--- src/rtl/hub75_pkg.sv ---
// hub75_pkg: shared types for the HUB75 column shifters.
//   state_t : column shifter sequencing states
//     IDLE  waiting for ctrl_go
//     F0    first RAM read issued (column 0)
//     F1    first RAM word on ram_data
//     LOW   phy_clk low phase of a column
//     HIGH  phy_clk high phase of a column
package hub75_pkg;
    typedef enum logic [2:0] {
        IDLE,
        F0,
        F1,
        LOW,
        HIGH
    } state_t;
endpackage

--- src/rtl/hub75_plane_mux.sv ---
// hub75_plane_mux: picks one bit plane out of every bank/channel field of a
// RAM word. Field i occupies ram_data[i*N_PLANES +: N_PLANES].
//   ram_data : packed RAM word, N_LANES fields of N_PLANES bits
//   plane    : plane index (binary)
//   bits     : one bit per bank/channel lane
module hub75_plane_mux #(
    parameter int N_LANES      = 6,
    parameter int N_PLANES     = 8,
    parameter int LOG_N_PLANES = $clog2(N_PLANES)
) (
    input  logic [N_LANES*N_PLANES-1:0] ram_data,
    input  logic [LOG_N_PLANES-1:0]     plane,
    output logic [N_LANES-1:0]          bits
);
    for (genvar i = 0; i < N_LANES; i++) begin : g_lane
        logic [N_PLANES-1:0] field;
        assign field   = ram_data[i*N_PLANES +: N_PLANES];
        assign bits[i] = field[plane];
    end
endmodule

--- src/rtl/hub75_shift_div.sv ---
// hub75_shift_div: HUB75 column shifter with a runtime shift-clock divider.
// One RAM word is read per column; one bit plane per bank/channel is driven
// on phy_data while phy_clk runs a low phase then a high phase, each
// ctrl_div+1 cycles long. The next column is prefetched on the last LOW
// cycle so phy_data only changes on the HIGH->LOW boundary.
//   clk, rst      : clock, asynchronous active-high reset
//   phy_data      : registered column data, one bit per bank/channel
//   phy_clk       : registered panel shift clock
//   ram_data      : RAM word, valid the cycle after ram_rden
//   ram_col_addr  : RAM column address (holds when ram_rden is low)
//   ram_rden      : RAM read enable
//   ctrl_plane    : bit plane to shift
//   ctrl_ncols    : column count minus one
//   ctrl_div      : phase length minus one
//   ctrl_go       : start request, taken only while ctrl_rdy
//   ctrl_abort    : drop the current line, no ctrl_done
//   ctrl_rdy      : idle
//   ctrl_done     : one-cycle pulse after the last column
module hub75_shift_div
    import hub75_pkg::*;
#(
    parameter int N_BANKS      = 2,
    parameter int N_COLS       = 64,
    parameter int N_CHANS      = 3,
    parameter int N_PLANES     = 8,
    parameter int DIV_W        = 4,
    parameter int LOG_N_COLS   = $clog2(N_COLS),
    parameter int LOG_N_PLANES = $clog2(N_PLANES)
) (
    input  logic                                 clk,
    input  logic                                 rst,
    output logic [N_BANKS*N_CHANS-1:0]           phy_data,
    output logic                                 phy_clk,
    input  logic [N_BANKS*N_CHANS*N_PLANES-1:0]  ram_data,
    output logic [LOG_N_COLS-1:0]                ram_col_addr,
    output logic                                 ram_rden,
    input  logic [LOG_N_PLANES-1:0]              ctrl_plane,
    input  logic [LOG_N_COLS-1:0]                ctrl_ncols,
    input  logic [DIV_W-1:0]                     ctrl_div,
    input  logic                                 ctrl_go,
    input  logic                                 ctrl_abort,
    output logic                                 ctrl_rdy,
    output logic                                 ctrl_done
);
    localparam int N_LANES = N_BANKS * N_CHANS;

    state_t                  state, state_nx;
    logic [LOG_N_PLANES-1:0] plane_q;
    logic [LOG_N_COLS-1:0]   ncols_q, col_q, addr_q;
    logic [DIV_W-1:0]        div_q, ph_q;
    logic [N_LANES-1:0]      shadow, mux_bits, next_data;
    logic                    rden_q, phase_end, last_col, abort_act;

    hub75_plane_mux #(
        .N_LANES     (N_LANES),
        .N_PLANES    (N_PLANES),
        .LOG_N_PLANES(LOG_N_PLANES)
    ) u_mux (
        .ram_data(ram_data),
        .plane   (plane_q),
        .bits    (mux_bits)
    );

    assign phase_end = (ph_q == div_q);
    assign last_col  = (col_q == ncols_q);
    assign abort_act = ctrl_abort && (state != IDLE);
    assign ctrl_rdy  = (state == IDLE);
    // With div=0 the prefetched word arrives in the same cycle it must be
    // loaded, so bypass the shadow while the read is still on ram_data.
    assign next_data = rden_q ? mux_bits : shadow;

    always_comb begin
        state_nx     = state;
        ram_rden     = 1'b0;
        ram_col_addr = addr_q;
        case (state)
            IDLE: if (ctrl_go) state_nx = F0;
            F0: begin
                ram_rden     = 1'b1;
                ram_col_addr = '0;
                state_nx     = F1;
            end
            F1: state_nx = LOW;
            LOW: if (phase_end) begin
                state_nx = HIGH;
                if (!last_col) begin
                    ram_rden     = 1'b1;
                    ram_col_addr = col_q + 1'b1;
                end
            end
            HIGH: if (phase_end) state_nx = last_col ? IDLE : LOW;
            default: state_nx = IDLE;
        endcase
        if (abort_act) begin
            state_nx     = IDLE;
            ram_rden     = 1'b0;
            ram_col_addr = addr_q;
        end
    end

    always_ff @(posedge clk or posedge rst) begin
        if (rst) begin
            state     <= IDLE;
            phy_data  <= '0;
            phy_clk   <= 1'b0;
            ctrl_done <= 1'b0;
            addr_q    <= '0;
            rden_q    <= 1'b0;
            shadow    <= '0;
            plane_q   <= '0;
            ncols_q   <= '0;
            div_q     <= '0;
            col_q     <= '0;
            ph_q      <= '0;
        end else begin
            state     <= state_nx;
            addr_q    <= ram_col_addr;
            rden_q    <= ram_rden;
            ctrl_done <= 1'b0;
            if (rden_q) shadow <= mux_bits;
            if (abort_act) begin
                phy_clk  <= 1'b0;
                phy_data <= '0;
            end else begin
                case (state)
                    IDLE: if (ctrl_go) begin
                        plane_q <= ctrl_plane;
                        ncols_q <= ctrl_ncols;
                        div_q   <= ctrl_div;
                        col_q   <= '0;
                        ph_q    <= '0;
                    end
                    F1: phy_data <= next_data;
                    LOW: begin
                        if (phase_end) begin
                            ph_q    <= '0;
                            phy_clk <= 1'b1;
                        end else begin
                            ph_q <= ph_q + 1'b1;
                        end
                    end
                    HIGH: begin
                        if (phase_end) begin
                            ph_q    <= '0;
                            phy_clk <= 1'b0;
                            if (last_col) begin
                                phy_data  <= '0;
                                ctrl_done <= 1'b1;
                            end else begin
                                phy_data <= next_data;
                                col_q    <= col_q + 1'b1;
                            end
                        end else begin
                            ph_q <= ph_q + 1'b1;
                        end
                    end
                    default: ;
                endcase
            end
        end
    end
endmodule

--- config.mk ---
export PLATFORM = sky130hd
export DESIGN_NAME = hub75_shift_div
export DESIGN_NICKNAME = d
export VERILOG_FILES = /design/src/rtl/hub75_pkg.sv /design/src/rtl/hub75_plane_mux.sv /design/src/rtl/hub75_shift_div.sv
export SDC_FILE = /design/constraint.sdc
export NUM_CORES = 1
export LEC_CHECK = 0
export ABC_CLOCK_PERIOD_IN_PS = 2300
export BUFFER_PORTS_ARGS = -buffer_cell sky130_fd_sc_hd__buf_2
export CORE_MARGIN = 2
export CORE_UTILIZATION = 50
export DETAILED_ROUTE_END_ITERATION = 12
export PLACE_DENSITY = 0.8
export SLEW_MARGIN = 20
export SYNTH_ARGS = -nofsm -noshare
export SYNTH_HDL_FRONTEND = slang
export SYNTH_SLANG_ARGS = --single-unit
--- constraint.sdc ---
create_clock -name clk -period 2.3 [get_ports clk]
set_input_delay 0.115 -clock clk [delete_from_list [all_inputs] [get_ports clk]]
set_output_delay 0.115 -clock clk [all_outputs]
set_load 0.05 [all_outputs]
==> flow_summary_export.csv, run 1 <==
group,metric,value,unit
outcome,status,"complete, no violations",
power_and_ir_drop,clkPwrFrac,0.182,
routing,wl_per_cell,14.1,µm
grt,met2_usage,0.340,
critical_path,crit_buf_inv,1,
power_and_ir_drop,vdd_ir_drop_max,0.000572,V
synthesis,synth_area_leaders,"dfrtp_1 43%, mux2i_1 10%, mux2_2 6.6%, a22oi_1 3.6%, xor2_1 3.2%",
critical_path,rrSetupSlack,0.21,ns
synthesis,synth-seq-cells,47,
critical_path,critPathKind,"reg -> out",
critical_path,cp_max_fo,6,
clock_tree,clock-sinks,47,
critical_path,cp_slowest_cell,"dfrtp_1",
timing,setup_viol_count_final,0,
synthesis,synth_top_area_frac,0.432,
clock_tree,cts_tree,"done",
layout,num-nets-final,430,
clock_tree,numCtsBuffers,5,
placement,dp_hpwl,4440,µm
placement,dp_cells,413,
grt,antenna_found_initial,0,
die,die_h,77.8,µm
min_path,hp-class,"in -> reg",
die,fp-row-count,26,
grt,gr-usage-met3,0.0372,
timing,worst_pin_slew,0.490,ns
synthesis,yosys.area.top_type,"dfrtp_1",
synthesis,netlist_area,2720,µm²
timing,finalMaxSlewViolations,0,
critical_path,crit_chain,"xor2_1 > nor4_2 > a21bo_4 > or4_4 > nand3_4 > buf_8",
timing,rsz0062_at_grt,"yes",
timing,timing.slew.headroom,0.673,
die,die-area,6050,µm²
routing,viasPerCell,5.44,
clock_tree,htreeDepth,2,
power_and_ir_drop,power_switching_share,0.393,
timing,max_freq,438,MHz
die,start_util,0.527,
die,boundaryPins,81,
grt,grt_first_pass_wirelength,10100,µm
timing,whs,0.0447,ns
critical_path,worst_ep_required_time,2.18,ns
synthesis,synth_edf_count,0,
routing,postRouteAntennaNets,0,
layout,syn_to_final_growth,28.8,%
power_and_ir_drop,power_switching,1340,µW
power_and_ir_drop,p_leak,0.00175,µW
grt,grt_overflow,0,
grt,grt_pass1_vias,2228,
timing,skew,0.00631,ns
power_and_ir_drop,power_frac_seq,0.356,
synthesis,seq_area_frac_synth,0.432,
timing,hold_violations,0,
critical_path,cp_slowest_stage_delay,0.43,ns
placement,finalWeightedCongestion,0.825,
synthesis,synth_commonest_cells,"47 x dfrtp_1, 28 x mux2i_1, 19 x inv_1, 19 x nand2_1, 17 x nand3_1",
critical_path,start_kind,"register",
die,coreArea,5170,µm²
layout,fin_cells,434,
layout,fill_cells,395,
layout,insertedDiodeCount,0,
clock_tree,clk_path_buf_depth,2,
min_path,min_from,"ctrl_ncols[5]",
clock_tree,clkTransAtPathRegs,0.08,ns
critical_path,worstSetupEndpointType,"output port",
critical_path,timing.rr.start,"ph_q[1]$_DFFE_PP0P_",
synthesis,synth.avg_cell_area,10.1,µm²
layout,drive_gt1_frac,0.393,
critical_path,startpoint,"ph_q[1]$_DFFE_PP0P_",
routing,firstDrtPassIters,4,
clock_tree,cts_root_buffer,"clkbuf_8",
routing,routed_wl,6110,µm
synthesis,syn-num-nets,336,
synthesis,syn_inst,269,
grt,groute.usage.overall,0.207,
timing,min_period,2.28,ns
synthesis,ys_types,45,
grt,top_usage_layer,"met2",
routing,drt_iter0_markers,141,
die,die_x,77.8,µm
routing,remaining_drc_errors,0,
power_and_ir_drop,power.internal,2060,µW
timing,period_share,0.993,
critical_path,critical-path-top-delay-family,"simple AND/OR/NAND/NOR gates",
layout,multiInputGateArea,1460,µm²
synthesis,ys.flop_type,"dfrtp_1",
placement,portBuffers,80,
job,drv_cap,0,
synthesis,synth_most_common_cell,"dfrtp_1",
synthesis,synthArstFlopShare,1.00,
grt,grt_max_degree,26,
clock_tree,clock_latency,0.30,ns
layout,seqCellArea,1180,µm²
power_and_ir_drop,p_per_area,970,nW/µm²
power_and_ir_drop,comb_power_share,0.462,
synthesis,yosysWarnings,0,
routing,num_vias,2361,
grt,gr-usage-met1,0.287,
critical_path,crit_arrival,2.17,ns
routing by layer:
metal,up-vias,part of all wire
li1,1148,-
met1,1131,0.44
met2,72,0.49
met3,10,0.060
met4,0,0.010
met5,-,0
kinds of logic (layout without fill, tap and decap cells):
kind of cell               after synthesis  in the layout  synth area share
AOI/OAI and AO/OA                       51             52             0.138
xor gates and xnor gates                15             15            0.0482
adders and majority gates                2              2           0.00919
buffers and inverters                   34            128            0.0533
DFF                                     47             47             0.432
muxes                                   44             44             0.169
and+or+nand+nor                         76             76             0.150
registers in the layout (all words and copies together) (netlist names):
signal	flops
ph_q	4
div_q	4
plane_q	3
phy_data	6
ncols_q	6
state	3
col_q	6
rden_q	1
ctrl_done	1
addr_q	6
phy_clk	1
shadow	6
power groups by stage:
stage	Clock, µW	Combinational [µW]	Sequential, µW
2_1_floorplan	0	1020	1320
3_3_place_gp	0	1390	1220
3_5_place_dp	0	1420	1230
4_1_cts	634	1490	1210
5_1_grt	670	1710	1240
6_report	619	1570	1210
per-stage QoR:
step	utilization	total power (µW)	area (µm²)	TNS, ns	setup WS, ns
after detailed placement	0.621	2650	3210	0	0.199
final	0.678	3400	3510	0	0.0159
after CTS	0.658	3330	3410	0	0.0124
after global placement	0.621	2610	3210	0	0.220
after floorplan	-	2340	2730	0	0.00258
after global routing	0.678	3620	3510	-0.340	-0.0945
cell type report:
type	instances	share of cell area
Tap cell	70	0.0250
Timing Repair Buffer	101	0.170
Inverter	19	0.0203
Clock buffer	6	0.0235
Clock inverter	2	0.00999
Multi-Input combinational cell	189	0.415
Sequential cell	47	0.336
cells in the final DEF (no fill, tap or decap), drive strengths merged, types with 2 or more instances in the layout:
cell      n
mux2i    28
nor2     13
xnor2     5
buf     100
a22o      2
nor4      2
and2      2
mux2     16
nand2    20
nand2b    2
dfrtp    47
and3      4
nand3    18
nor2b     2
nor3      7
o21a      7
ha        2
a21bo     2
inv      19
o21ai    11
o211ai    3
a22oi    13
xor2     10
clkbuf    6
a221o     3
a21oi     5
timing repair:
action | CTS | global route
endpoints found under the hold margin | 14 | 0
gates cloned | 1 | 0
hold buffers | 1 | 0
pin swaps | 3 | 9
resized for setup | 5 | 20
buffers inserted | 6 | 5
endpoints found under the setup margin | 4 | 7
worst paths after layout:
kind	end	cells past startpoint
worst max-delay path	ram_col_addr[0]	6
worst min-delay path	ncols_q[5]$_DFFE_PP0P_	2
worst max register to register	col_q[3]$_DFFE_PP0P_	8
worst min register to register	phy_data[0]$_DFFE_PP0P_	2
max in group asynchronous	state[0]$_DFFE_PP0P_	4
min in group asynchronous	plane_q[2]$_DFFE_PP0P_	3
Power figures use the tool's default switching activity.
==> inputs of run 2 (changes only) <==
--- a/config.mk
+++ b/config.mk
@@ -5,12 +5,13 @@
 export SDC_FILE = /design/constraint.sdc
 export NUM_CORES = 1
 export LEC_CHECK = 0
+export ABC_AREA = 1
 export ABC_CLOCK_PERIOD_IN_PS = 2300
 export BUFFER_PORTS_ARGS = -buffer_cell sky130_fd_sc_hd__buf_2
 export CORE_MARGIN = 2
 export CORE_UTILIZATION = 50
 export DETAILED_ROUTE_END_ITERATION = 12
-export PLACE_DENSITY = 0.8
+export PLACE_DENSITY = 0.78
 export SLEW_MARGIN = 20
 export SYNTH_ARGS = -nofsm -noshare
 export SYNTH_HDL_FRONTEND = slang
==> run 2 against run 1 <==
Cell area up 3.2%. Clock skew is 0.0035 ns lower. Sequential share of layout area decreased by 1.1 points. Largest power group unchanged.
==> flow_summary_export.csv, run 2 <==
group,metric,value,unit
layout,insertedDiodeCount,0,
clock_tree,htreeDepth,2,
timing,max_freq,476,MHz
routing,firstDrtPassIters,4,
synthesis,yosysWarnings,0,
die,coreArea,5890,µm²
die,fp-row-count,28,
critical_path,cp_max_fo,12,
critical_path,start_kind,"register",
layout,syn_to_final_growth,19.4,%
synthesis,synth_commonest_cells,"168 x nand2_1, 67 x inv_1, 62 x nand3_1",
timing,fin_ws,0.198,ns
layout,drive_gt1_frac,0.236,
routing,routed_wl,6740,µm
die,die_x,81.9,µm
critical_path,worst_ep_required_time,2.18,ns
clock_tree,cts_root_buffer,"clkbuf_8",
timing,period_share,0.914,
power_and_ir_drop,p_per_area,1120,nW/µm²
synthesis,synth_area_leaders,"dfrtp_1 39%, nand2_1 21%, nand3_1 10%, inv_1 8.3%, nor2_1 3.2%",
timing,finalMaxSlewViolations,0,
synthesis,synth_most_common_cell,"nand2_1",
routing,viasPerCell,4.74,
job,drv_cap,0,
layout,fin_util,0.615,
clock_tree,cts_tree,"done",
routing,postRouteAntennaNets,0,
timing,hold_violations,0,
timing,setup_viol_count_final,0,
grt,grt_pass1_vias,2617,
critical_path,worstSetupEndpointType,"output port",
layout,final_area,3620,µm²
grt,antenna_found_initial,0,
layout,fill_cells,571,
synthesis,synth-seq-cells,47,
die,start_util,0.515,
synthesis,syn_inst,446,
routing,remaining_drc_errors,0,
clock_tree,clock-sinks,47,
outcome,status,"complete, no violations",
placement,place_area,3490,µm²
clock_tree,cts_resized,0,
layout,layout_common_cells,"168 x nand2_1, 75 x buf_2, 66 x inv_1, 62 x nand3_1, 47 x dfrtp_1",
timing,min_period,2.10,ns
placement,portBuffers,80,
synthesis,netlist_area,3030,µm²
grt,grt_overflow,0,
synthesis,seq_area_frac_synth,0.388,
timing,timing.slew.headroom,0.365,
clock_tree,ctsHoldBuffers,0,
grt,grt_first_pass_wirelength,10800,µm
routing,wl_per_cell,11.2,µm
power_and_ir_drop,p_leak,0.00217,µW
layout,num-nets-final,591,
clock_tree,numCtsBuffers,5,
clock_tree,clkTransAtPathRegs,0.08,ns
timing,rsz0062_at_grt,"no",
clock_tree,clk_path_buf_depth,2,
layout,final_common_cell,"nand2_1",
grt,grt_max_degree,48,
routing,drt_iter0_markers,107,
synthesis,ys.flop_type,"dfrtp_1",
synthesis,synth.avg_cell_area,6.80,µm²
critical_path,critPathKind,"reg -> out",
grt,groute.usage.overall,0.208,
synthesis,syn-num-nets,513,
critical_path,crit_arrival,1.99,ns
timing,worst_pin_slew,0.951,ns
synthesis,synth_top_area_frac,0.388,
timing,skew,0.00283,ns
min_path,hp-class,"in -> async",
clock_tree,clock_latency,0.30,ns
clock_tree,post_cts_buffers,0,
synthesis,synthArstFlopShare,1.00,
placement,dp_slack,0.416,ns
power_and_ir_drop,vdd_ir_drop_max,0.000608,V
routing,num_vias,2844,
synthesis,synth_edf_count,0,
timing,whs,0.0303,ns
placement,dp_hpwl,5160,µm
synthesis,yosys.area.top_type,"dfrtp_1",
die,boundaryPins,81,
die,die-area,6700,µm²
die,die_h,81.9,µm
synthesis,ys_types,32,
placement,finalWeightedCongestion,0.847,
timing,setup-tns-final,0,ns
==> run 2: changes by cell type in the layout (fill, tap and decap cells not counted), moves of 9 or more <==
cell,previous run,this run
mux2i_1,28,1
nand2_1,19,168
nand3_1,16,62
a22oi_1,13,0
o21ai_0,10,1
nor2_1,12,26
mux2_2,16,1
inv_1,18,66
a21oi_1,5,17
inv_2,1,10
buf_4,23,1
==> run 2: cell type report <==
class,count,area (µm²),share of cell area
repair buffers,82,440,0.122
clock buffers,8,100,0.0277
multi-input cells,309,1500,0.415
well taps,75,93.8,0.0259
flip-flops and latches,47,1180,0.325
inverters,79,305,0.0843
==> run 2: cells by family after synthesis <==
logic type / count (synthesis) / synth area share
buf+inv: 90 / 0.120
compound gates: 23 / 0.0404
mux: 2 / 0.00702
xor+xnor: 4 / 0.0116
fa+ha+maj: 2 / 0.00825
flops: 47 / 0.388
simple gates: 278 / 0.425
==> run 2: metal layers <==
metal / share of wire / vias up / GRT usage
li1: - / 1510 / -
met1: 0.43 / 1247 / 0.229
met2: 0.50 / 79 / 0.394
met3: 0.056 / 8 / 0.0385
met4: 0.012 / 0 / 0.0783
met5: 0 / - / 0
==> run 2: worst max-delay path, cell delays in order, from the launching register on <==
cell and delay (ns):
dfrtp_1 0.41, inv_1 0.10, nand2_1 0.06, nand2_1 0.05, nor2_1 0.19, nand3_4 0.21, nand3_1 0.12, nand2_1 0.05
a21oi_1 0.20, clkbuf_4 0.28
==> run 2: final timing paths <==
kind | slack [ns] | depth (start not counted) | from | to
setup / recovery | 0.20 | 9 | col_q[3]$_DFFE_PP0P_ | ram_col_addr[4]
hold / removal | 0.03 | 2 | rst | ctrl_done$_DFF_PP0_
setup reg to reg | 0.55 | 6 | state[1]$_DFFE_PP0P_ | ncols_q[1]$_DFFE_PP0P_
hold reg to reg | 0.48 | 2 | phy_data[4]$_DFFE_PP0P_ | phy_data[4]$_DFFE_PP0P_
max in group asynchronous | 1.69 | 2 | rst | ncols_q[5]$_DFFE_PP0P_
min in group clk | 0.04 | 2 | ctrl_ncols[1] | ncols_q[1]$_DFFE_PP0P_
==> run 2: metrics by stage <==
| stage | power [µW] | std cells |
|---|---|---|
| 2_1_floorplan | 3040 | 446 |
| 3_3_place_gp | 3450 | 592 |
| 3_5_place_dp | 3510 | 592 |
| 4_1_cts | 4060 | 600 |
| 5_1_grt | 4390 | 600 |
| 6_report | 4050 | 600 |
==> run 2: report_power, final <==
group	internal, µW	leakage, µW	switching (µW)
logic	705	0.00153	1480
registers	1110	0.000589	216
clock network	275	0.0000515	267
